===== src/rtl/rc4_ksa_engine.sv =====
`default_nettype none
// ============================================================================
// Module   : rc4_ksa_engine
// Brief    : RC4 key-scheduling engine driving a single-port synchronous S-box RAM.
// Revision : 1.0
// ============================================================================
module rc4_ksa_engine #(
    parameter int W         = 8,
    parameter int KEY_BYTES = 3
) (
    input  logic                   clk,
    input  logic                   rst_n,
    input  logic                   commenco,
    input  logic                   init_en,
    input  logic [W*KEY_BYTES-1:0] secret_key,
    input  logic [W-1:0]           q,
    output logic [W-1:0]           address,
    output logic [W-1:0]           data,
    output logic                   wen,
    output logic                   busy,
    output logic                   finito
);

    localparam int KW = (KEY_BYTES > 1) ? $clog2(KEY_BYTES) : 1;
    localparam logic [KW-1:0] K_LAST = KW'(KEY_BYTES - 1);
    localparam logic [W-1:0]  I_LAST = '1;

    localparam logic [3:0] ST_IDLE = 4'd0;
    localparam logic [3:0] ST_FILL = 4'd1;
    localparam logic [3:0] ST_RD_I = 4'd2;
    localparam logic [3:0] ST_LD_I = 4'd3;
    localparam logic [3:0] ST_RD_J = 4'd4;
    localparam logic [3:0] ST_LD_J = 4'd5;
    localparam logic [3:0] ST_WR_I = 4'd6;
    localparam logic [3:0] ST_WR_J = 4'd7;
    localparam logic [3:0] ST_DONE = 4'd8;

    logic [3:0]             state_q, state_d;
    logic [W-1:0]           i_q, i_d;
    logic [W-1:0]           j_q, j_d;
    logic [KW-1:0]          k_q, k_d;
    logic [W-1:0]           si_q, si_d;
    logic [W-1:0]           sj_q, sj_d;
    logic [W*KEY_BYTES-1:0] key_q, key_d;
    logic [W-1:0]           keybyte;

    // Key byte 0 sits in the most-significant W bits of the latched key.
    always_comb begin
        keybyte = '0;
        for (int b = 0; b < KEY_BYTES; b++) begin
            if (k_q == KW'(b)) begin
                keybyte = key_q[W*(KEY_BYTES-b)-1 -: W];
            end
        end
    end

    always_comb begin
        state_d = state_q;
        i_d     = i_q;
        j_d     = j_q;
        k_d     = k_q;
        si_d    = si_q;
        sj_d    = sj_q;
        key_d   = key_q;
        case (state_q)
            ST_IDLE: begin
                if (commenco) begin
                    key_d   = secret_key;
                    i_d     = '0;
                    j_d     = '0;
                    k_d     = '0;
                    state_d = init_en ? ST_FILL : ST_RD_I;
                end
            end
            ST_FILL: begin
                i_d = i_q + 1'b1;
                if (i_q == I_LAST) begin
                    state_d = ST_RD_I;
                end
            end
            ST_RD_I: state_d = ST_LD_I;
            ST_LD_I: begin
                si_d    = q;
                j_d     = j_q + q + keybyte;
                state_d = ST_RD_J;
            end
            ST_RD_J: state_d = ST_LD_J;
            ST_LD_J: begin
                sj_d    = q;
                state_d = ST_WR_I;
            end
            ST_WR_I: state_d = ST_WR_J;
            ST_WR_J: begin
                k_d = (k_q == K_LAST) ? '0 : k_q + 1'b1;
                if (i_q == I_LAST) begin
                    state_d = ST_DONE;
                end else begin
                    i_d     = i_q + 1'b1;
                    state_d = ST_RD_I;
                end
            end
            ST_DONE: state_d = ST_IDLE;
            default: state_d = ST_IDLE;
        endcase
    end

    always_ff @(posedge clk or negedge rst_n) begin
        if (!rst_n) begin
            state_q <= ST_IDLE;
            i_q     <= '0;
            j_q     <= '0;
            k_q     <= '0;
            si_q    <= '0;
            sj_q    <= '0;
            key_q   <= '0;
        end else begin
            state_q <= state_d;
            i_q     <= i_d;
            j_q     <= j_d;
            k_q     <= k_d;
            si_q    <= si_d;
            sj_q    <= sj_d;
            key_q   <= key_d;
        end
    end

    // RAM-side outputs are decoded from state and registers only; q never reaches them directly.
    always_comb begin
        address = '0;
        data    = '0;
        wen     = 1'b0;
        finito  = 1'b0;
        busy    = (state_q != ST_IDLE);
        case (state_q)
            ST_FILL: begin
                address = i_q;
                data    = i_q;
                wen     = 1'b1;
            end
            ST_RD_I, ST_LD_I: address = i_q;
            ST_RD_J, ST_LD_J: address = j_q;
            ST_WR_I: begin
                address = i_q;
                data    = sj_q;
                wen     = 1'b1;
            end
            ST_WR_J: begin
                address = j_q;
                data    = si_q;
                wen     = 1'b1;
            end
            ST_DONE: finito = 1'b1;
            default: ;
        endcase
    end

endmodule
`default_nettype wire


===== config.mk =====
export PLATFORM = sky130hd
export DESIGN_NAME = rc4_ksa_engine
export DESIGN_NICKNAME = d
export VERILOG_FILES = /design/src/rtl/rc4_ksa_engine.sv
export SDC_FILE = /design/constraint.sdc
export NUM_CORES = 1
export LEC_CHECK = 0
export CAP_MARGIN = 40
export CORE_MARGIN = 3
export CORE_UTILIZATION = 40
export DETAILED_ROUTE_END_ITERATION = 10
export SLEW_MARGIN = 25
export SYNTH_ARGS = -nofsm -noshare
export SYNTH_HDL_FRONTEND = slang
export SYNTH_SLANG_ARGS = --single-unit
export TNS_END_PERCENT = 5

===== constraint.sdc =====
create_clock -name clk -period 6.4 [get_ports clk]
set_clock_uncertainty 0.15 [all_clocks]
set_input_delay 1.28 -clock clk [delete_from_list [all_inputs] [get_ports clk]]
set_output_delay 1.28 -clock clk [all_outputs]
set_load 0.02 [all_outputs]

==> out/results.ini <==
[clocking]
numClockSinks=62
clock_latency_on_the_worst_skew_pair_ns=0.34
cts.htree.levels=3
cts_repair_resize_count=0
cts_buffers=9
tritoncts=yes
post_cts_hold_fix_bufs=0
cts_max_path_buffers=2
cts-root-buf=sky130_fd_sc_hd__clkbuf_8
clkSlewWorstSetupHoldPaths_ns=0.07
post_cts_buffers=0

[global_route]
grt_start_max_net_pins=63
globalRouteOverflowTotal=0
grtUsageTotal=0.184
grt_first_pass_wirelength_um=14300
grt_pass1_vias=2720
number_of_antenna_violations_at_the_first_check_in_global_routing=0

[setup_path]
critical_path.endpoint_type=output pin
slowest_stage_delay_cp_ns=0.70
worst_setup_path_startpoint=state_q[1]$_DFFE_PN0P_
critical_path.reg2reg.startpoint=k_q[0]$_DFFE_PN0P_
cp_common_cell=sky130_fd_sc_hd__nand2_1
crit_chain=nand2_1 -> nor3b_2 -> a22oi_1 -> nand2_1 -> clkdlybuf4s50_1
worst_ep_required_time_ns=4.97
setup.reg_to_reg.worst_slack_ns=2.91
crit_path_top_delay_cell=sky130_fd_sc_hd__dfrtp_1
critPathArrivalTime_ns=2.88
worstPathMaxFanout=15
critical_path.startpoint_type=register
timing_worst_setup_path_type=register to output pin
reg2regPathDepth=12

[routing]
detail_route.first_pass.iterations=5
drt_drc_violations_left=0
detailroute.via_count=2864
detail_route.vias_per_cell=5.25
detail_route.wirelength_um=8570
initialDrtViolationCount=99
final_antenna_net_count=0
post_drt_wl_per_cell_um=15.7

[yosys]
syn_avg_cell_area_um2=9.09
yosysSeqAreaShare=0.438
synth_top_cells_by_area=sky130_fd_sc_hd__dfrtp_1, sky130_fd_sc_hd__nand2_1, sky130_fd_sc_hd__mux2_2
synth_edf_count=0
syn-cell-area_um2=3540
synth_fp_nets=441
ys.warnings.count=0
ffs_w_async_s_r_synth=1.00
synthDominantAreaCellType=sky130_fd_sc_hd__dfrtp_1
yosys_most_used_dff=sky130_fd_sc_hd__dfrtp_1
ys_ff_latch=62
synth_largest_type_area_fraction=0.438
postSynthCellCount=390
synthDistinctLibCells=49

[min_path]
timing.hold.worst.class=register to register
worst_hold_path.num_cells=2
worstHoldStart=key_q[13]$_DFFE_PN0P_

[floorplanning]
fp-row-count=33
floorplan.initialDensity=0.421
dieArea_um2=10000
num_io_pins=55
die_w_um=100
die_y_um=100
core_um2=8420

[timing]
slew_headroom=0.503
worst_slew_pin_slew_ns=0.742
fmaxAchievable_mhz=232
setup_tns_ns=0
grt_setup_unrepaired=no
period_minus_slack_ns=4.31
share_of_the_cycle_needed_by_the_critical_path_after_routing=0.674
hold_ws_ns=0.326
hold_viol=0
final_max_slew_viol_count=0
setup_viol_count_final=0

[finish]
final.fill_count=829
fin_area_um2=4350
diodes=0
finish.net_count=487
drive_above_1_share=0.107
area_growth_pct=22.8

[pwr]
irDropWorstVdd_mv=0.108
leakage_power_of_the_design_nw=2.02
pwr_density_cell_nw_per_um2=186

[placement]
hpwl_um=6010
io_buffers=54
placed_cell_area_um2=4130
routabilityCongestion=0.862

[status]
run_status=finished clean

[job]
drv_cap=0

Yosys cell counts (2+ instances only):
library cell,n
sky130_fd_sc_hd__nor2b_1,3
sky130_fd_sc_hd__buf_6,3
sky130_fd_sc_hd__nor2_1,28
sky130_fd_sc_hd__ha_1,7
sky130_fd_sc_hd__buf_1,2
sky130_fd_sc_hd__a32oi_1,3
sky130_fd_sc_hd__a31oi_1,3
sky130_fd_sc_hd__xor2_1,3
sky130_fd_sc_hd__mux2_2,15
sky130_fd_sc_hd__nor3b_1,2
sky130_fd_sc_hd__a22oi_1,9
sky130_fd_sc_hd__and2_1,3
sky130_fd_sc_hd__o211ai_2,3
sky130_fd_sc_hd__and3_1,2
sky130_fd_sc_hd__a21oi_1,4
sky130_fd_sc_hd__buf_2,7
sky130_fd_sc_hd__nand2b_1,2
sky130_fd_sc_hd__mux2i_1,10
sky130_fd_sc_hd__nand3_1,13
sky130_fd_sc_hd__a21o_1,2
sky130_fd_sc_hd__o21ai_0,25
sky130_fd_sc_hd__a221oi_1,5
sky130_fd_sc_hd__fa_1,8
sky130_fd_sc_hd__inv_1,17
sky130_fd_sc_hd__nand2_1,112
sky130_fd_sc_hd__xnor2_1,5
sky130_fd_sc_hd__dfrtp_1,62
sky130_fd_sc_hd__clkbuf_1,11
layout make-up:
class	instances	area, µm²	share of cell area
Clock inverter	5	60.1	0.0138
Inverter	17	63.8	0.0147
Clock buffer	11	131	0.0302
Timing Repair Buffer	58	589	0.135
Tap cell	105	131	0.0302
Multi-Input combinational cell	288	1830	0.419
Sequential cell	62	1550	0.356
cell families (layout without fill, tap and decap cells):
family | after synthesis | count (layout) | synth area share
adder cells (fa/ha/maj) | 15 | 15 | 0.0699
AND/OR/NAND/NOR | 175 | 175 | 0.219
XOR/XNOR | 8 | 8 | 0.0198
AO/OA/AOI/OAI | 65 | 65 | 0.126
flip-flops | 62 | 62 | 0.438
multiplexers | 25 | 25 | 0.0759
buffers and inverters | 40 | 91 | 0.0512
through the flow:
step / utilization / instances / setup WS (ns) / power (W)
floorplan: - / 390 / 3.17 / 0.000440
global placement: 0.488 / 528 / 2.31 / 0.000477
detailed placement: 0.491 / 529 / 2.45 / 0.000479
CTS: 0.514 / 545 / 2.07 / 0.000820
global route: 0.517 / 546 / 1.84 / 0.000850
finish: 0.517 / 546 / 2.09 / 0.000809
registers in the layout (all words and copies together), names as in the netlist:
register  flops
key_q        24
i_q           8
j_q           8
si_q          8
sj_q          8
state_q       4
k_q           2
worst paths after layout:
check | to
max | data[7]
min | key_q[13]$_DFFE_PN0P_
max reg2reg | j_q[7]$_DFFE_PN0P_
min reg2reg | key_q[13]$_DFFE_PN0P_
max in group asynchronous | key_q[23]$_DFFE_PN0P_
min in group asynchronous | i_q[0]$_DFFE_PN0P_
metal layers:
metal	track usage	routed length (µm)	vias up
met5	0	0	-
met2	0.274	3970	73
met4	0.0477	120	0
met1	0.266	3990	1371
li1	-	-	1411
met3	0.0493	492	9
critical path, delay by kind of cell (launching register included):
kind                   cells  cell delay [ns]
DFF                        1             0.70
buffers and inverters      1             0.61
and+or+nand+nor            3             1.03
AOI/OAI and AO/OA          1             0.19
cells in the final DEF, fill, tap and decap left out, drive strengths merged, types with 4 or more instances in the layout:
master	count
xnor2	5
a21oi	4
inv	17
buf	5
a22oi	9
o21ai	25
clkdlybuf4s50	53
fa	8
nand3	13
ha	7
mux2	15
dfrtp	62
mux2i	10
nand2	112
clkbuf	11
a221oi	5
nor2	28
report_power, final:
group	internal, W	leakage (nW)	switching [W]	total [W]
combinational	0.0000406	1.13	0.0000314	0.0000720
clock	0.000181	0.0935	0.000155	0.000336
sequential	0.000397	0.800	0.00000442	0.000401
total	0.000618	2.02	0.000191	0.000809
Power figures use the tool's default switching activity.
